## config.mk

```make
export PLATFORM = sky130hd
export DESIGN_NAME = stack_unit
export DESIGN_NICKNAME = d
export VERILOG_FILES = /design/src/rtl/stack_unit.sv
export SDC_FILE = /design/constraint.sdc
export NUM_CORES = 1
export LEC_CHECK = 0
export CAP_MARGIN = 20
export CELL_PAD_IN_SITES_DETAIL_PLACEMENT = 0
export CELL_PAD_IN_SITES_GLOBAL_PLACEMENT = 1
export CORE_MARGIN = 4
export CORE_UTILIZATION = 57
export DETAILED_ROUTE_END_ITERATION = 7
export PLACE_DENSITY_LB_ADDON = 0.1
export REMOVE_ABC_BUFFERS = 1
export SLEW_MARGIN = 40
export SYNTH_ARGS = -nofsm -noshare
export SYNTH_HDL_FRONTEND = slang
export SYNTH_SLANG_ARGS = --single-unit
```

## constraint.sdc

```tcl
create_clock -name clk -period 9.39 [get_ports clk]
set_input_delay 1.878 -clock clk [delete_from_list [all_inputs] [get_ports clk]]
set_output_delay 1.878 -clock clk [all_outputs]
set_load 0.05 [all_outputs]
```

## src/rtl/stack_unit.sv

```systemverilog
// stack_unit: register-based LIFO for call/return and stack instructions.
// Pops return the word one cycle after the request on pop_data/pop_valid.
// A simultaneous push+pop on a non-empty stack replaces the top entry.
module stack_unit #(
  parameter int DATA_WIDTH = 32,
  parameter int DEPTH      = 16,
  parameter int ADDR_WIDTH = 4
) (
  input  logic                  clk,
  input  logic                  rst,
  input  logic                  push,
  input  logic                  pop,
  input  logic [DATA_WIDTH-1:0] push_data,
  input  logic                  clear_err,
  output logic [DATA_WIDTH-1:0] pop_data,
  output logic                  pop_valid,
  output logic [DATA_WIDTH-1:0] top,
  output logic [ADDR_WIDTH:0]   count,
  output logic                  full,
  output logic                  empty,
  output logic                  overflow,
  output logic                  underflow
);

  // Request semantics: push and pop are single-cycle requests with no
  // back-pressure. Each one sampled at a rising edge is either performed on
  // that edge or dropped, and the matching sticky error flag is set. A
  // performed pop produces exactly one pop_valid pulse in the following cycle.

  localparam logic [ADDR_WIDTH:0] DEPTH_C = (ADDR_WIDTH+1)'(DEPTH);

  logic [DATA_WIDTH-1:0] mem [DEPTH];
  logic [ADDR_WIDTH-1:0] top_idx;
  logic [ADDR_WIDTH-1:0] wr_idx;
  logic                  do_write;
  logic                  replace;

  // Status and top-of-stack peek, combinational from count and storage.
  always_comb begin
    full    = (count == DEPTH_C);
    empty   = (count == '0);
    top_idx = ADDR_WIDTH'(count - 1'b1);
    top     = empty ? '0 : mem[top_idx];
  end

  // Decide whether storage is written this edge and at which slot.
  always_comb begin
    replace  = push && pop && !empty;
    do_write = push && (replace || !full);
    wr_idx   = replace ? top_idx : count[ADDR_WIDTH-1:0];
  end

  // Storage write; contents are not reset.
  always_ff @(posedge clk) begin
    if (do_write) begin
      mem[wr_idx] <= push_data;
    end
  end

  // Stack pointer, pop result and sticky error flags.
  always_ff @(posedge clk or posedge rst) begin
    if (rst) begin
      count     <= '0;
      pop_data  <= '0;
      pop_valid <= 1'b0;
      overflow  <= 1'b0;
      underflow <= 1'b0;
    end else begin
      pop_valid <= 1'b0;
      // Clearing first lets an error on this same edge win over clear_err.
      if (clear_err) begin
        overflow  <= 1'b0;
        underflow <= 1'b0;
      end
      case ({push, pop})
        2'b10: begin
          if (full) overflow <= 1'b1;
          else      count    <= count + 1'b1;
        end
        2'b01: begin
          if (empty) begin
            underflow <= 1'b1;
          end else begin
            pop_data  <= mem[top_idx];
            pop_valid <= 1'b1;
            count     <= count - 1'b1;
          end
        end
        2'b11: begin
          if (empty) begin
            // The push lands in slot 0; the pop is dropped (no bypass).
            count     <= count + 1'b1;
            underflow <= 1'b1;
          end else begin
            pop_data  <= mem[top_idx];
            pop_valid <= 1'b1;
          end
        end
        default: ;
      endcase
    end
  end

endmodule

```

# Word level (Yosys, flattened, before mapping)
# Memories as Yosys holds them, arrays and structs flattened.
# Cells that the tools add are included.
# totals
reg_bits	40
mem_bits_rw	512
input_bits	37
elab_cells	43
memories	1
# memory_table
name	depth	width	rd	rd_ports_with_merged_regs	write_ports	line	text
mem	16	32	1	0	1	32	logic [DATA_WIDTH-1:0] mem [DEPTH];
# classes
add_sub_neg	2
n_eq_ne	7
muxes	16
bitwise	1
n_reduce_logical	11
# op_table
cell	n
$mux W32	1
$mux W5	3
$pmux W5 S3	1
$mux W1	10
$ne A2 B2 Y1 const B	3
$add A5 B1 Y5 const B	1
$eq A5 B5 Y1 const B	1
$logic_not A5 Y1	1
$sub A5 B1 Y5 const B	1
$eq A2 B2 Y1 const B	2
$mux W4	1
$reduce_and A4 Y1	1
$logic_and A1 B1 Y1	3
$reduce_bool A3 Y1	1
$eq A2 B1 Y1 const B	1
$logic_not A1 Y1	2
$reduce_and A2 Y1	1
$reduce_or A2 Y1	1
$logic_or A1 B1 Y1	1
$not A1 Y1	1

# Depth between registers and ports, before layout
# Gate-level depths: netlist of the first run.
# depth
depth_word	7
mapped_depth	11

# Least setup slack after synthesis of the first run
# Ideal clock, no wire load.
# synth_timing
path_type	flip-flop to output port
from	reg count[0]
to	out top[0]
t_arrival_ns	3.578
required_time_ns	7.512
setup_slack_ns	3.934
path_stages_with_launch	12
n_path_buf	5
cell_sequence	dfrtp_1 -> buf_4 -> clkbuf_1 -> inv_1 -> ha_1 -> buf_2 -> buf_4 -> clkbuf_1 -> mux4_2 -> mux2i_1 -> mux2_4 -> nor2_1
# synth_between
elab_chain_cells	3
word_cells_on_any_way	4
classes_between	1 x add/sub; 1 x mux; 1 x reduce/logical; 1 x memory
# synth_lines
element	line	text
start, declared	18	output logic [ADDR_WIDTH:0] count,
start signal, assigned	78	else count <= count + 1'b1;
start signal, assigned	86	count <= count - 1'b1;
start signal, assigned	92	count <= count + 1'b1;
$sub A5 B1 Y5	--	
$mem_v2 Z16 W32	--	
$mux W32 (*)	43	top = empty ? '0 : mem[top_idx];
end, declared	17	output logic [DATA_WIDTH-1:0] top,
# Every way passes the cells marked *; elsewhere a longest branch is shown, timed or not.

# Worst setup path in the final report of the first run
# layout_timing
from	reg count[0]
to	out top[29]
# Same word-level chain as after synthesis.

==> metrics.md, run 1 <==
| Metric | Value |
|---|---|
| Final hold vios | 0 |
| Combined area of all synthesized cells | 21,600 µm² |
| Total of warnings raised by yosys | 0 |
| Worst slack at placement | 3.32 ns |
| Crit-path max FO | 40 |
| Layout cells sized above 1 | 24.2% |
| Type of the most critical hold path | flop to flop |
| Area growth from synthesis to final layout | 16.0% |
| Placer's final routability congestion estimate | 0.740 |
| Number of vias per cell after detailed routing | 6.01 |
| 1st-iter DRT viols | 795 |
| Average wire per cell in the routed design | 26.2 µm |
| Area of the core | 37,600 µm² |
| Pin slew with the least headroom to its limit | 0.849 ns |
| Tmin final | 6.64 ns |
| Clock tree root driver cell | clkbuf_16 |
| Post-synthesis instance total | 1,018 |
| Drt pass-1 iters | 5 |
| Fin Clk Skew | 0.0136 ns |
| Cell type with the largest total area after synthesis | edfxtp_1 |
| Die boundary height | 203 µm |
| Number of nets with antenna violations after routing | 0 |
| MaxCap Viol Count | 0 |
| Critical Path Source Type | flop |
| Clock Pin Slew Worst Setup and Hold Paths | 0.06 ns |
| Worst-case clock buffer depth | 3 |
| Classification of the worst setup path | flop to output port |
| Run status | finished, final reports clean |
| Data arrival at the endpoint of the critical path | 4.77 ns |
| Slack of the worst reg-to-reg path | 5.26 ns |
| Count of flip-flops with a built-in enable after synthesis | 512 |
| Final standard cell area without fillers | 25,100 µm² |
| Clock latency at the later pin of the worst-skew pair | 0.58 ns |
| Crit path required time | 7.51 ns |
| Number of cells after detailed placement | 1,613 |
| Number of distinct library cells after synthesis | 49 |
| Last element of the critical path | top[29] |
| Dpl cell area | 23,500 µm² |
| Die area | 41,100 µm² |
| Predominant post-synthesis flop cell | edfxtp_1 |
| Overflow left after global routing | 0 |
| Via count of the first global-routing pass | 10.5k |
| Element type at the critical path end | output port |
| Area share of the largest cell type after synthesis | 71.1% |
| Global-route wire length before repair | 67,800 µm |
| Register area share after synthesis | 75.8% |
| Worst setup slack after layout | 2.75 ns |
| Post CTS Setup Buffer Count | 0 |
| GRT Util Overall | 22.2% |
| Most frequently used cell type in the post-synthesis netlist | edfxtp_1 |
| Total number of nets in the final design | 1,198 |
| Destination of the worst register-to-register timing path | mem[3][1] |
| Antenna Diode Count | 0 |
| DRT Wirelength | 44,800 µm |
| Maximum number of pins on one net before global-route repair | 57 |
| Cells on worst reg2reg path | 8 |
| Highest achievable clock rate | 151 MHz |
| Residual DRC | 0 |
| Final count of negative-setup-slack endpoints | 0 |
| RSZ-0062 raised after global routing | no |
| Final-report max-slew violation count | 0 |
| Number of input and output port buffers inserted | 110 |
| Ports placed on the boundary | 111 |
| Worst setup startpoint | count[0] |
| Hold_buf cts | 0 |
| Deepest level of the CTS H-tree | 2 |
| Number of synthesized register bits | 552 |
| Row count | 71 |
| Launch instance of the worst register-to-register path | count[0] |
| CTS Buf Count | 54 |
| Commonest cells in the netlist | edfxtp_1 (512), mux4_2 (128), mux2i_1 (65), nor2_1 (43), dfrtp_1 (40) |
| Share of the clock period used by the worst path | 70.8% |
| Initial antenna violation count | 3 |
| Top post-synthesis cells by area | edfxtp_1 (71%), mux4_2 (13%), dfrtp_1 (4.6%) |
| Resize count post-CTS | 0 |
| Clock Sink Count | 552 |
| Max transition margin | 43.4% |
| Half-perimeter wire length after placement | 24,100 µm |
| Final standard cell count with taps included and fillers excluded | 1,710 |
| Fraction of registers with async set or reset after synthesis | 7.25% |
| Vias post-DR | 10.3k |
| Avg Inst Size Synth | 21.2 µm² |
| Chip width | 203 µm |
| Clock tree from TritonCTS | built |
| Effective utilization at floorplan | 57.5% |
==> worst min-delay path by stage <==
stage               slack, ns            to  cells after the start         start
global placement         0.46   pop_data[9]                      2   pop_data[9]
detailed placement       0.46   pop_data[0]                      2   pop_data[0]
floorplan                0.75  pop_data[16]                      2  pop_data[16]
global route             0.51  pop_data[29]                      2  pop_data[29]
CTS                      0.48   pop_data[0]                      2   pop_data[0]
finish                   0.48  pop_data[12]                      2  pop_data[12]
==> worst max-delay path: stages, from the launching register on <==
cell and delay, ns:
dfrtp_4 0.56, inv_1 0.25, ha_1 0.46, xor2_4 0.16, buf_4 0.46, buf_4 0.77, mux2i_1 0.22, mux2_4 0.32
nor2_1 0.12, clkdlybuf4s50_1 0.82
==> area by class of cell <==
cell class                 instances  area [µm²]
sequential                       552       16400
fill                            2480       12500
multi-input combinational        402        5090
clock buffer                      76        1470
timing repair buffer             140        1350
tap                              511         639
clock inverter                    21         123
inverter                           8        32.5
==> through the flow <==
step / hold slack, ns / setup TNS [ns] / utilization [%]
2_1_floorplan: 0.752 / -1166.08 / -
3_3_place_gp: 0.460 / 0 / 62.4
3_5_place_dp: 0.465 / 0 / 62.5
4_1_cts: 0.479 / 0 / 66.7
5_1_grt: 0.506 / 0 / 66.7
6_report: 0.477 / 0 / 66.7
==> cell usage in the layout (no fill, tap or decap), types with 2 or more instances in the layout <==
| cell | netlist | routed |
|---|---|---|
| a211oi_1 | 7 | 7 |
| a21oi_1 | 10 | 2 |
| a21oi_4 | 0 | 8 |
| and4_1 | 3 | 3 |
| buf_4 | 9 | 27 |
| clkbuf_1 | 23 | 20 |
| clkbuf_16 | 0 | 55 |
| clkbuf_8 | 0 | 2 |
| clkdlybuf4s50_1 | 0 | 110 |
| clkinv_1 | 0 | 13 |
| clkinv_2 | 0 | 4 |
| clkinvlp_4 | 0 | 2 |
| dfrtp_1 | 40 | 38 |
| edfxtp_1 | 512 | 512 |
| ha_1 | 3 | 2 |
| inv_1 | 8 | 6 |
| mux2_2 | 24 | 24 |
| mux2_4 | 8 | 8 |
| mux2i_1 | 65 | 65 |
| mux4_2 | 128 | 128 |
| nand2_1 | 38 | 37 |
| nand2b_1 | 2 | 2 |
| nor2_1 | 43 | 35 |
| nor2_4 | 0 | 8 |
| nor2b_1 | 2 | 2 |
| nor4_1 | 3 | 3 |
| o211ai_1 | 2 | 2 |
| o21ai_0 | 15 | 15 |
| o21ai_1 | 13 | 11 |
| o21ai_2 | 8 | 10 |
| xor2_1 | 4 | 4 |
==> logic make-up after synthesis <==
kind of cell / count (synthesis) / share of synthesized area, %
flops: 552 / 75.8
buf+inv: 64 / 1.49
compound gates: 63 / 1.86
mux: 225 / 18.2
xor+xnor: 6 / 0.330
fa+ha+maj: 3 / 0.174
simple gates: 105 / 2.22
==> routing by layer <==
layer / share of wire [%] / vias up / global-route usage, %
met3: 5.1 / 60 / 3.98
met4: 1.4 / 6 / 4.46
met5: 0.078 / - / 0
li1: - / 4470 / -
met2: 50 / 255 / 36.1
met1: 43 / 5489 / 32.7
==> sequential cells by signal, indices dropped and copies added (netlist names) <==
| register | cells |
|---|---|
| underflow | 1 |
| pop_data | 32 |
| overflow | 1 |
| mem | 512 |
| pop_valid | 1 |
| count | 5 |
Power of run 1 is left out: the tool's default activity adds up to more than one toggle a clock period on the data nets, which glitch-free logic cannot reach.
==> run 2: changes to the inputs <==
CORE_UTILIZATION = 53   (was 57)
clock period = 6.9 ns   (was 9.39 ns; I/O delays follow)
==> run 2 against run 1 <==
  * First-iteration DRC count increased by 7.2%
  * Sequential cell count unchanged
  * Wire length up 4.9%
  * Largest cell class unchanged
==> metrics.md, run 2 (same netlist as run 1, synthesis figures left out) <==
| Metric | Value |
|---|---|
| Run status | finished, final reports clean |
| Final hold vios | 0 |
| Classification of the worst setup path | flop to output port |
| RSZ-0062 raised after global routing | no |
| Clock tree from TritonCTS | built |
| Maximum number of pins on one net before global-route repair | 66 |
| Largest stage delay on the critical path | 0.82 ns |
| Slowest library cell on the worst path | clkdlybuf4s50_1 |
| Register with the most flip-flops | mem |
| CTS Buf Count | 55 |
| Clock Pin Slew Worst Setup and Hold Paths | 0.06 ns |
| MaxCap Viol Count | 0 |
| Row count | 73 |
| Layout cells sized above 1 | 26.8% |
| Crit-path max FO | 24 |
| Most common cell after layout, fill and taps aside | edfxtp_1 |
| Deepest level of the CTS H-tree | 2 |
| Slack of the worst reg-to-reg path | 2.54 ns |
| Vias post-DR | 10.3k |
| DRT Wirelength | 47,000 µm |
| Critical Path Source Type | flop |
| Type of the most critical hold path | flop to flop |
| Worst-case clock buffer depth | 3 |
| Post CTS Setup Buffer Count | 0 |
| Layout Utilization | 64.1% |
| Initial antenna violation count | 1 |
| Final-report max-slew violation count | 0 |
| Number of input and output port buffers inserted | 110 |
| Flip-flop count of the largest register after layout | 512 |
| Largest regs | mem (512), pop_data (32), count (5) |
| Dpl cell area | 23,700 µm² |
| Half-perimeter wire length after placement | 26,700 µm |
| Number of vias per cell after detailed routing | 5.93 |
| Resize count post-CTS | 0 |
| Final standard cell area without fillers | 25,600 µm² |
| Crit-path cells | inv_1 > ha_1 > xor2_4 > buf_4 > mux2i_1 > mux2_2 > nor2_1 > clkdlybuf4s50_1 |
| Residual DRC | 0 |
| Highest achievable clock rate | 172 MHz |
| Hold_buf cts | 0 |
| Placer's final routability congestion estimate | 0.735 |
| Number of cells after detailed placement | 1,640 |
| Fillcell total | 2,746 |
| Area used by multi-input combinational logic | 5090 µm² |
| Max transition margin | 42.6% |
| Chip width | 210 µm |
| Area of the core | 40,000 µm² |
| Effective utilization at floorplan | 54.0% |
| Clock tree root driver cell | clkbuf_16 |
| Clock Sink Count | 552 |
| Cell depth of the worst min-delay path | 2 |
| Via count of the first global-routing pass | 10.7k |
| Global-route wire length before repair | 70,900 µm |
| Clock latency at the later pin of the worst-skew pair | 0.60 ns |
| Most frequent cells in the layout | edfxtp_1 (512), mux4_2 (128), clkdlybuf4s50_1 (110) |
| Data arrival at the endpoint of the critical path | 4.43 ns |
| Crit path required time | 5.52 ns |
| Ports placed on the boundary | 111 |
| Fin Clk Skew | 0.0114 ns |
| Die boundary height | 210 µm |
| Number of nets with antenna violations after routing | 0 |
| Area growth from synthesis to final layout | 18.6% |
| Overflow left after global routing | 0 |
| Cells on worst reg2reg path | 9 |
| Tmin final | 5.81 ns |
| Total number of nets in the final design | 1,213 |
| Final count of negative-setup-slack endpoints | 0 |
| 1st-iter DRT viols | 852 |
| Share of the clock period used by the worst path | 84.2% |
| Die area | 44,100 µm² |
| Final standard cell count with taps included and fillers excluded | 1,746 |
| Drt pass-1 iters | 5 |
| GRT Util Overall | 21.7% |
| Element type at the critical path end | output port |
| Average wire per cell in the routed design | 26.9 µm |
| Flip-flop and latch area | 16,400 µm² |
| Pin slew with the least headroom to its limit | 0.856 ns |
[run 2: changes by cell type in the layout (fill, tap and decap cells not counted), moves of 2 or more]
| cell | change |
|---|---|
| clkinv_2 | +12 |
| buf_16 | +5 |
| clkinv_1 | -6 |
| bufinv_16 | +6 |
| buf_8 | +5 |
| clkbuf_16 | +2 |
| clkbuf_1 | -11 |
| buf_4 | +3 |
| buf_12 | +2 |
[run 2: critical path: cells and delay by family, from the launching register on]
family / cells / cell delay (ns)
fa+ha+maj: 1 / 0.44
flops: 1 / 0.65
xor+xnor: 1 / 0.56
simple gates: 1 / 0.10
buf+inv: 3 / 1.61
mux: 2 / 0.44
[run 2: cell type report]
class,count,share of cell area [%]
Inverter,8,0.117
Tap cell,525,2.56
Antenna cell,1,0.00976
Clock buffer,69,5.86
Sequential cell,552,63.9
Multi-Input combinational cell,402,19.9
Timing Repair Buffer,154,6.28
Clock inverter,35,1.43
[run 2: routing by layer]
layer  wire length [µm]  GRT usage, %  part of all wire [%]  vias up
li1                   -             -                     -     4500
met4                927          5.58                   2.0        0
met2              22700          33.9                    48      283
met3               2380          3.62                   5.1       63
met1              21000          32.7                    45     5500
met5                  0             0                     0        -
[run 2: worst paths after layout]
| kind | from | endpoint |
|---|---|---|
| hold / removal | pop_data[28] | pop_data[28] |
| hold reg to reg | pop_data[28] | pop_data[28] |
| min in group asynchronous | rst | pop_data[24] |
| setup reg to reg | count[0] | mem[8][20] |
| setup / recovery | count[0] | top[8] |
| max in group asynchronous | rst | count[0] |
[run 2: metrics by stage]
step,hold slack (ns),TNS [ns],setup slack (ns)
after global routing,0.491,0,0.853
final,0.472,0,1.09
after CTS,0.478,0,1.03
after detailed placement,0.463,0,1.67
after floorplan,0.752,-2599.24,-5.49
after global placement,0.462,0,1.78
Power of run 2 is left out for the same reason.
==> run 3: changes to the inputs <==
CORE_UTILIZATION = 48   (was 53)
clock period = 5 ns   (was 6.9 ns; I/O delays follow)
==> run 3 against run 2 <==
  * Die area grew 10%
  * Global-route usage decreased by 1.9 points
  * Design area grew 0.68%
  * Count of clock-buffer cells in the layout rose by 9
  * Hold slack gained 0.0039 ns
  * Non-clock buffer count is 5 lower
  * Wire length fell by 1.3%
  * First-iteration DRC count decreased by 4.1%
  * Critical path type unchanged
  * Core utilization down 5.8 points
  * Register-to-register slack got worse by 1.2 ns
  * Worst setup slack got worse by 0.72 ns
  * Final cell count increased by 3.6%
==> metrics.md, run 3 (same netlist as run 1, synthesis figures left out) <==
| Metric | Value |
|---|---|
| Global-route wire length before repair | 70,300 µm |
| Clock Pin Slew Worst Setup and Hold Paths | 0.06 ns |
| Number of vias per cell after detailed routing | 5.64 |
| Placer's final routability congestion estimate | 0.700 |
| Clock latency at the later pin of the worst-skew pair | 0.61 ns |
| Final-report max-slew violation count | 0 |
| Clock Sink Count | 552 |
| 1st-iter DRT viols | 817 |
| Worst slack at placement | 0.885 ns |
| Worst setup slack after layout | 0.363 ns |
| Antenna Diode Count | 0 |
| RSZ-0062 raised after global routing | no |
| Max transition margin | 43.9% |
| Chip width | 220 µm |
| Share of the clock period used by the worst path | 92.7% |
| Post CTS Setup Buffer Count | 0 |
| Register with the most flip-flops | mem |
| GRT Util Overall | 19.8% |
| Residual DRC | 0 |
| Initial antenna violation count | 1 |
| Via count of the first global-routing pass | 10.8k |
| Vias post-DR | 10.2k |
| Number of nets with antenna violations after routing | 0 |
| CTS Buf Count | 56 |
| Number of input and output port buffers inserted | 110 |
| Highest achievable clock rate | 216 MHz |
| Pin slew with the least headroom to its limit | 0.836 ns |
| Crit-path max FO | 42 |
| Effective utilization at floorplan | 48.8% |
| Cells on worst reg2reg path | 8 |
| Most common cell after layout, fill and taps aside | edfxtp_1 |
| Clock tree root driver cell | clkbuf_16 |
| Most frequent cells in the layout | edfxtp_1 (512), mux4_2 (128), clkdlybuf4s50_1 (78) |
| Final count of negative-setup-slack endpoints | 0 |
| Maximum number of pins on one net before global-route repair | 64 |
| Tmin final | 4.64 ns |
| Total Neg Setup Slack | 0 ns |
| Hold_buf cts | 0 |
| Area growth from synthesis to final layout | 19.4% |
| Global routing met3 resource utilization | 3.03% |
| Clock tree from TritonCTS | built |
| Flip-flop count of the largest register after layout | 512 |
| Total number of nets in the final design | 1,209 |
| Met2 GRT Util | 32.5% |
| Ports placed on the boundary | 111 |
| Fin Clk Skew | 0.0113 ns |
| Largest regs | mem (512), pop_data (32), count (5) |
| Area of the core | 44,300 µm² |
| Cell depth of the worst min-delay path | 2 |
| Critical Path Source Type | flop |
| Row count | 77 |
| Data arrival at the endpoint of the critical path | 3.64 ns |
| Half-perimeter wire length after placement | 26,000 µm |
| Die area | 48,500 µm² |
| Drt pass-1 iters | 4 |
| Run status | finished, final reports clean |
| Grt met1 use | 28.5% |
| MaxCap Viol Count | 0 |
| Type of the most critical hold path | flop to flop |
| Element type at the critical path end | output port |
| Deepest level of the CTS H-tree | 2 |
| Worst-case clock buffer depth | 3 |
| Gr busiest metal | met2 |
| Crit path required time | 4.00 ns |
| Overflow left after global routing | 0 |
| Fillcell total | 3,260 |
| Die boundary height | 220 µm |
| Resize count post-CTS | 0 |
| Classification of the worst setup path | flop to output port |
| DRT Wirelength | 46,400 µm |
| Average wire per cell in the routed design | 25.6 µm |
| Layout cells sized above 1 | 28.5% |
| Final hold vios | 0 |
-- run 3: cell types whose count changed in the layout (fill, tap and decap cells not counted), sizes merged --
cell,change
clkinv,-2
bufinv,-5
diode,-1
inv,+1
clkbuf,+9
clkdlybuf4s50,-32
buf,+27
clkinvlp,-1
-- run 3: worst paths after layout --
| kind | startpoint | slack (ns) | end |
|---|---|---|---|
| setup / recovery | count[0] | 0.36 | top[1] |
| hold / removal | pop_data[9] | 0.48 | pop_data[9] |
| setup reg to reg | count[0] | 1.33 | mem[8][29] |
| hold reg to reg | pop_data[9] | 0.48 | pop_data[9] |
| max in group asynchronous | rst | 3.56 | pop_data[15] |
| min in group asynchronous | rst | 0.81 | pop_data[20] |
-- run 3: critical path, stage by stage (launching register included) --
cell     delay [ns]
dfrtp_4        0.59
inv_1          0.21
ha_4           0.75
buf_4          0.44
mux4_2         0.26
mux2i_1        0.09
mux2_4         0.30
nor2_1         0.18
buf_12         0.17
-- run 3: metrics by stage --
stage	instances	area (µm²)	utilization, %	hold slack (ns)
after floorplan	962	21300	-	0.752
after global placement	1700	24000	54.1	0.462
after detailed placement	1703	24000	54.3	0.469
after CTS	1809	25800	58.2	0.483
after global routing	1809	25800	58.2	0.493
final	1809	25800	58.2	0.476
-- run 3: final cells by class --
class / count / area [µm²] / area share [%]
sequential: 552 / 16400 / 63.5
clock inverter: 28 / 191 / 0.742
clock buffer: 78 / 1570 / 6.06
tap: 592 / 741 / 2.87
inverter: 8 / 32.5 / 0.126
multi-input combinational: 402 / 5090 / 19.7
timing repair buffer: 149 / 1810 / 7.02
-- run 3: metal layers --
layer,vias up,part of all wire (%)
met5,-,0.017
met4,2,1.8
met3,60,4.2
met2,231,50
met1,5422,44
li1,4484,-
Power of run 3 is left out for the same reason.
